==> src/rtl/password_entry.sv <==
`default_nettype none
// ============================================================================
// Module   : password_entry
// Purpose  : Keypad front end for the access control block. Collects four
//            4-bit digits into an 18-bit password word, issues it with a
//            one-cycle load strobe, waits a bounded time for the grant
//            response, tracks the granted session and applies a timed
//            lockout after repeated consecutive failures.
// Ports    : clk             - system clock, rising edge
//            rst             - asynchronous active-low reset
//            digit_in        - keypad digit, valid with digit_load
//            digit_load      - one-cycle digit strobe
//            user_id         - user select, captured with the first digit
//            clear_entry     - one-cycle strobe, discards a partial entry
//            logout          - one-cycle strobe, ends a granted session
//            access_grant_in - grant level from access control
//            data_out        - password word {user, d1, d2, d3, d4}
//            data_out_load   - one-cycle load strobe for data_out
//            digit_count     - digits held in the current entry (0..4)
//            session_active  - high while access is granted
//            locked          - high during lockout
// Revision : 1.0 - initial release
// ============================================================================
module password_entry #(
  parameter int RESP_WAIT      = 8,
  parameter int MAX_FAILS      = 3,
  parameter int LOCKOUT_CYCLES = 16
) (
  input  logic        clk,
  input  logic        rst,
  input  logic [3:0]  digit_in,
  input  logic        digit_load,
  input  logic [1:0]  user_id,
  input  logic        clear_entry,
  input  logic        logout,
  input  logic        access_grant_in,
  output logic [17:0] data_out,
  output logic        data_out_load,
  output logic [2:0]  digit_count,
  output logic        session_active,
  output logic        locked
);

  localparam logic [7:0]  RESP_LOAD  = 8'(RESP_WAIT);
  localparam logic [2:0]  FAIL_LIMIT = 3'(MAX_FAILS);
  localparam logic [15:0] LOCK_LOAD  = 16'(LOCKOUT_CYCLES);

  typedef enum logic [2:0] {
    S_IDLE      = 3'd0,
    S_COLLECT   = 3'd1,
    S_SEND      = 3'd2,
    S_WAIT_RESP = 3'd3,
    S_GRANTED   = 3'd4,
    S_LOCKOUT   = 3'd5
  } state_t;

  state_t      state_q,       state_d;
  logic [17:0] data_out_q,    data_out_d;
  logic [2:0]  digit_count_q, digit_count_d;
  logic [2:0]  fail_cnt_q,    fail_cnt_d;
  logic [7:0]  resp_cnt_q,    resp_cnt_d;
  logic [15:0] lock_cnt_q,    lock_cnt_d;

  always_ff @(posedge clk or negedge rst) begin
    if (!rst) begin
      state_q       <= S_IDLE;
      data_out_q    <= '0;
      digit_count_q <= '0;
      fail_cnt_q    <= '0;
      resp_cnt_q    <= '0;
      lock_cnt_q    <= '0;
    end else begin
      state_q       <= state_d;
      data_out_q    <= data_out_d;
      digit_count_q <= digit_count_d;
      fail_cnt_q    <= fail_cnt_d;
      resp_cnt_q    <= resp_cnt_d;
      lock_cnt_q    <= lock_cnt_d;
    end
  end

  always_comb begin
    state_d       = state_q;
    data_out_d    = data_out_q;
    digit_count_d = digit_count_q;
    fail_cnt_d    = fail_cnt_q;
    resp_cnt_d    = resp_cnt_q;
    lock_cnt_d    = lock_cnt_q;

    case (state_q)
      S_IDLE: begin
        if (digit_load) begin
          data_out_d    = {user_id, digit_in, 12'h000};
          digit_count_d = 3'd1;
          state_d       = S_COLLECT;
        end
      end

      S_COLLECT: begin
        // Clear has priority: a digit arriving with clear is dropped.
        if (clear_entry) begin
          data_out_d    = '0;
          digit_count_d = '0;
          state_d       = S_IDLE;
        end else if (digit_load) begin
          case (digit_count_q)
            3'd1:    data_out_d[11:8] = digit_in;
            3'd2:    data_out_d[7:4]  = digit_in;
            default: data_out_d[3:0]  = digit_in;
          endcase
          digit_count_d = digit_count_q + 3'd1;
          if (digit_count_q == 3'd3) begin
            state_d = S_SEND;
          end
        end
      end

      S_SEND: begin
        resp_cnt_d = RESP_LOAD;
        state_d    = S_WAIT_RESP;
      end

      S_WAIT_RESP: begin
        // Grant wins even on the final sampled edge of the window.
        if (access_grant_in) begin
          fail_cnt_d = '0;
          resp_cnt_d = '0;
          state_d    = S_GRANTED;
        end else if (resp_cnt_q <= 8'd1) begin
          resp_cnt_d    = '0;
          data_out_d    = '0;
          digit_count_d = '0;
          if (fail_cnt_q >= FAIL_LIMIT - 3'd1) begin
            fail_cnt_d = FAIL_LIMIT;
            lock_cnt_d = LOCK_LOAD;
            state_d    = S_LOCKOUT;
          end else begin
            fail_cnt_d = fail_cnt_q + 3'd1;
            state_d    = S_IDLE;
          end
        end else begin
          resp_cnt_d = resp_cnt_q - 8'd1;
        end
      end

      S_GRANTED: begin
        if (logout) begin
          data_out_d    = '0;
          digit_count_d = '0;
          state_d       = S_IDLE;
        end
      end

      S_LOCKOUT: begin
        if (lock_cnt_q <= 16'd1) begin
          lock_cnt_d = '0;
          fail_cnt_d = '0;
          state_d    = S_IDLE;
        end else begin
          lock_cnt_d = lock_cnt_q - 16'd1;
        end
      end

      default: begin
        state_d = S_IDLE;
      end
    endcase
  end

  // Strobe and status outputs decode the state register directly, so they
  // are registered and clear asynchronously with it.
  assign data_out       = data_out_q;
  assign digit_count    = digit_count_q;
  assign data_out_load  = (state_q == S_SEND);
  assign session_active = (state_q == S_GRANTED);
  assign locked         = (state_q == S_LOCKOUT);

endmodule
`default_nettype wire

==> config.mk <==
export PLATFORM = sky130hd
export DESIGN_NAME = password_entry
export DESIGN_NICKNAME = d
export VERILOG_FILES = /design/src/rtl/password_entry.sv
export SDC_FILE = /design/constraint.sdc
export NUM_CORES = 1
export LEC_CHECK = 0
export CELL_PAD_IN_SITES_DETAIL_PLACEMENT = 1
export CELL_PAD_IN_SITES_GLOBAL_PLACEMENT = 1
export CORE_ASPECT_RATIO = 1.2
export CORE_MARGIN = 5
export CORE_UTILIZATION = 46
export DETAILED_ROUTE_END_ITERATION = 10
export GPL_TIMING_DRIVEN = 0
export MAX_ROUTING_LAYER = met4
export PLACE_DENSITY_LB_ADDON = 0.1
export REMOVE_ABC_BUFFERS = 1
export SYNTH_ARGS = -nofsm -noshare
export SYNTH_HDL_FRONTEND = slang
export SYNTH_SLANG_ARGS = --single-unit
==> constraint.sdc <==
create_clock -name clk -period 6.4 [get_ports clk]
set_clock_uncertainty 0.2 [all_clocks]
set_input_delay 1.92 -clock clk [delete_from_list [all_inputs] [get_ports clk]]
set_output_delay 1.92 -clock clk [all_outputs]
set_load 0.02 [all_outputs]
# Yosys cells after proc, flatten, opt, wreduce, memory -nomap -nowiden
# Cells that the tools add are included.
dict set report classes {
  div 0
  n_shift 0
  n_reduce_logical 13
  n_addsub 4
  bitwise 0
  n_lt_le_gt_ge 3
  muxes 38
  n_mul 0
  n_eq_ne 21
}
# operator count
set op_table {}
lappend op_table {{18-bit 2-to-1 mux} 4}
lappend op_table {{18-bit case mux with 4 select lines} 1}
lappend op_table {{16-bit 2-to-1 mux} 4}
lappend op_table {{3-bit 2-to-1 mux} 16}
lappend op_table {{16-bit case mux with 2 select lines} 1}
lappend op_table {{12-bit 2-to-1 mux} 2}
lappend op_table {{7-bit AND reduction} 3}
lappend op_table {{3-bit case mux with 6 select lines} 1}
lappend op_table {{6-bit AND reduction} 3}
lappend op_table {{16-bit by 1-bit <= comparator with 1-bit output (second input constant)} 1}
lappend op_table {{8-bit 2-to-1 mux} 2}
lappend op_table {{8-bit case mux with 2 select lines} 1}
lappend op_table {{16-bit by 1-bit subtractor with 16-bit output (second input constant)} 1}
lappend op_table {{3-bit by 2-bit == test with 1-bit output (second input constant)} 4}
lappend op_table {{4-bit 2-to-1 mux} 3}
lappend op_table {{2-bit inequality test (second input constant)} 6}
lappend op_table {{3-bit inequality test (second input constant)} 4}
lappend op_table {{3-bit case mux with 4 select lines} 1}
lappend op_table {{8-bit by 1-bit <= comparator with 1-bit output (second input constant)} 1}
lappend op_table {{8-bit by 1-bit subtractor with 8-bit output (second input constant)} 1}
lappend op_table {{3-bit by 1-bit adder with 3-bit output (second input constant)} 2}
lappend op_table {{3-bit by 1-bit == test with 1-bit output (second input constant)} 2}
lappend op_table {{3-bit == test (second input constant)} 2}
lappend op_table {{6-bit 2-to-1 mux} 1}
lappend op_table {{10 further kinds} 12}
dict set report totals {
  latch_bits 0
  word_cells 88
  n_memories 0
  romBits 0
  ramBits 0
  output_inout_bits 24
  regBits 51
}

# Depth between registers and ports, before layout
dict set report logic_depth {
  ltp_word 6
  mapped_depth 8
  depth_no_buf 7
}

# Worst setup path after synthesis
# OpenSTA, ideal clock, no wires.
dict set report synth_timing {
  path_type {in2reg}
  from {input access_grant_in}
  to {register data_out_q[10], in the netlist data_out[10]}
  setup_time_ns 0.121
  path_stages 6
  n_path_buf 1
  slack_ns 2.916
  required_ns 6.079
  arrival_time_ns 3.163
  cell_sequence {buf_2 > or3b_1 > nor4_4 > o21bai_2 > a21o_1 > a22o_1}
}
dict set report synth_between {
  elab_chain_cells 2
}
# item line
set synth_rtl {}
lappend synth_rtl {{start: declaration} 36} ;# input logic access_grant_in,
lappend synth_rtl {{2-bit inequality test (no line)} -}
lappend synth_rtl {{7-bit AND reduction (no line)} -}
lappend synth_rtl {{end signal: assignment} 74} ;# data_out_q <= data_out_d;
lappend synth_rtl {{end: declaration} 58} ;# logic [17:0] data_out_q, data_out_d;
# No other way between the ends.
# A chain may end at the register's enable or synchronous reset.

# Final worst setup path
dict set report layout_timing {
  from {register state_q[2]}
  to {output data_out_load}
}
dict set report layout_between {
  elab_chain_cells 1
}
# item line
set layout_rtl {}
lappend layout_rtl {{start: declaration} 57} ;# state_t state_q, state_d;
lappend layout_rtl {{start signal: assignment} 73} ;# state_q <= state_d;
lappend layout_rtl {{3-bit by 2-bit == test with 1-bit output} 174} ;# assign data_out_load = (state_q == S_SEND);
lappend layout_rtl {{end: declaration} 38} ;# output logic data_out_load,
# No other way between the ends.

==> flow_metrics.py <==
metrics = {
    "grt": {
        "grt_pass1_wl_um": 11400,
        "grt_pass1_vias": 2358,
        "grt-ovfl-total": 0,
        "track_usage": 0.194,
        "grt_max_degree": 35,
        "grt_antenna_before_repair": 0,
    },
    "run_status": {
        "status": "finished, final reports clean",
    },
    "floorplanning": {
        "die-area_mm2": 0.00771,
        "die_y_um": 95.2,
        "start_util": 0.466,
        "die_x_um": 81.0,
        "fp.coreArea_mm2": 0.00597,
        "ios": 36,
        "rows": 31,
    },
    "power_and_ir_drop": {
        "p_leak_nw": 1.37,
        "ir_drop_v": 0.000202,
        "power_density_mw_per_mm2": 438,
    },
    "drt": {
        "drt_iter0_drc": 37,
        "vias_per_cell": 5.56,
        "drt_first_pass_iters": 4,
        "ant_nets": 0,
        "drt_wl_total_um": 6590,
        "num_vias": 2231,
        "drt-wirelength-per-cell_um": 16.4,
        "drc": 0,
    },
    "synth": {
        "yosysMostFrequentCell": "dfrtp_1",
        "synth-edff-count": 0,
        "yosysTopAreaCellShare": 0.459,
        "ys_top_cells_by_area": "dfrtp_1, nand2_1, ha_1, nor2_1, a31oi_1",
        "yosys-top-cells-count": "dfrtp_1, nand2_1, nor2_1",
        "avgSynthCellArea_um2": 9.73,
        "synth_top_family_by_area": "simple AND/OR/NAND/NOR gates",
        "syn_inst": 286,
        "synth_xor_area_frac": 0.0157,
        "yosys_warnings": 0,
        "async_reset_ff_frac": 1.00,
        "synthAdderAreaFrac": 0.0450,
        "synthMuxAreaShare": 0.0216,
        "yosysTopAreaCell": "dfrtp_1",
        "yosys.area_share.simple": 0.215,
        "synth_cell_type_count": 54,
        "ys.flop_type": "dfrtp_1",
        "netlist_area_mm2": 0.00278,
        "ys_seq_area_frac": 0.459,
        "ys_seq_elements": 51,
        "synth_compound_area_frac": 0.198,
    },
    "cts": {
        "clk-insertion-delay-late_ns": 0.30,
        "ctsRootBufferMaster": "clkbuf_8",
        "cts_setup_buffers": 0,
        "h-tree-depth": 2,
        "hold_buffers": 0,
        "cts_max_path_buffers": 2,
        "cts_tree": "yes",
        "cts_buffers": 5,
        "cts.sinks": 51,
        "clkSlewWorstSetupHoldPaths_ns": 0.09,
        "cts_resized": 0,
    },
    "critical_path": {
        "reg2reg_slack_ns": 3.76,
        "critPathRequiredTime_ns": 4.28,
        "cp_data_arrival_time_ns": 2.20,
        "startpoint_type": "flop",
        "crit_type": "flop to output pin",
        "worstSetupEndpointType": "output pin",
        "cp_max_fo": 13,
    },
    "flow_run": {
        "max-cap-violations": 0,
    },
    "timing": {
        "rsz0062_at_grt": "no",
        "setup_viol": 0,
        "slew_viol_final": 0,
        "finalCritPeriodShare": 0.675,
        "finalSetupTns_ns": 0,
        "holdWs_ns": 0.281,
        "maxClockFrequency_ghz": 0.231,
        "tightestPinTransition_ns": 1.18,
        "finalCriticalPeriod_ns": 4.32,
        "slew_headroom": 0.206,
        "fin_ws_ns": 2.08,
        "hold_viol_final": 0,
    },
    "final_layout": {
        "seq_area_mm2": 0.00128,
        "multi_input_area_mm2": 0.00138,
        "syn_to_final_growth_pct": 17.9,
        "instances_no_fill": 401,
        "fill_cells": 715,
        "drive_gt1_frac": 0.0846,
        "nets": 341,
        "n_antenna_cell": 0,
    },
    "placed_design": {
        "portBuffers": 35,
        "hpwl_um": 4900,
        "routabilityCongestion": 0.761,
        "place_ws_ns": 1.98,
        "dpl.cell_count": 394,
    },
    "hold_path": {
        "hp-class": "flop to flop",
    },
}
## flip-flops by register name, indices dropped and copies added (netlist names)
register	cells
data_out	18
resp_cnt_q	8
fail_cnt_q	3
lock_cnt_q	16
digit_count	3
state_q	3
## worst max-delay path: stages, from the launching register on
cell             delay (ns)
dfrtp_1                0.54
nand2b_1               0.41
nor2_1                 0.29
clkdlybuf4s50_1        0.65
## cell type report
| class | instances | area share |
|---|---|---|
| Clock buffer | 6 | 0.0252 |
| Clock inverter | 1 | 0.00153 |
| Inverter | 19 | 0.0217 |
| Multi-Input combinational cell | 206 | 0.420 |
| Sequential cell | 51 | 0.389 |
| Tap cell | 82 | 0.0313 |
| Timing Repair Buffer | 36 | 0.111 |
## per-stage QoR
stage	util	power [mW]	instance area [µm²]
4_1_cts	0.549	1.46	3280
3_5_place_dp	0.535	1.26	3190
5_1_grt	0.549	1.56	3280
6_report	0.549	1.44	3280
3_3_place_gp	0.532	1.23	3180
2_1_floorplan	-	1.02	2730
## where the power goes
part / total [mW] / internal, mW / switching (mW)
Combinational: 0.670 / 0.288 / 0.382
Sequential: 0.575 / 0.440 / 0.135
Clock: 0.190 / 0.0852 / 0.105
## metal layers
metal / global-route usage / vias up / share of wire
met3: 0.0331 / 6 / 0.022
met2: 0.332 / 28 / 0.51
met1: 0.236 / 1102 / 0.46
met4: 0.0507 / 0 / 0.012
met5: - / - / 0
li1: - / 1095 / -
## path summary, 6_finish.rpt
| kind | startpoint | to | depth (start not counted) |
|---|---|---|---|
| worst min-delay path | lock_cnt_q[15]$_DFFE_PN0P_ | lock_cnt_q[15]$_DFFE_PN0P_ | 1 |
| max in group asynchronous | rst | digit_count[0]$_DFFE_PN0P_ | 2 |
| worst max register to register | lock_cnt_q[0]$_DFFE_PN0P_ | lock_cnt_q[12]$_DFFE_PN0P_ | 7 |
| worst min register to register | lock_cnt_q[15]$_DFFE_PN0P_ | lock_cnt_q[15]$_DFFE_PN0P_ | 1 |
| worst max-delay path | state_q[2]$_DFFE_PN0P_ | data_out_load | 3 |
| min in group asynchronous | rst | lock_cnt_q[9]$_DFFE_PN0P_ | 1 |
## kinds of logic (layout without fill, tap and decap cells)
| logic type | Yosys count | count (layout) |
|---|---|---|
| flip-flops | 51 | 51 |
| AND/OR/NAND/NOR | 105 | 105 |
| adder cells (fa/ha/maj) | 10 | 10 |
| buffers and inverters | 29 | 62 |
| XOR/XNOR | 5 | 5 |
| AO/OA/AOI/OAI | 80 | 80 |
| multiplexers | 6 | 6 |
## cells in the final DEF (no fill, tap or decap), types with 4 or more instances in the layout
| cell type | n |
|---|---|
| a21oi_1 | 15 |
| a22o_1 | 9 |
| a31oi_1 | 13 |
| clkbuf_8 | 6 |
| clkdlybuf4s50_1 | 34 |
| dfrtp_1 | 51 |
| ha_1 | 10 |
| inv_1 | 19 |
| mux2i_1 | 6 |
| nand2_1 | 36 |
| nand2b_1 | 6 |
| nand3_1 | 5 |
| nor2_1 | 22 |
| nor3_1 | 8 |
| nor4_1 | 4 |
| o21ai_0 | 15 |
| o22ai_1 | 5 |
| or3_4 | 4 |
No activity file was read; power rests on OpenSTA's default activity.
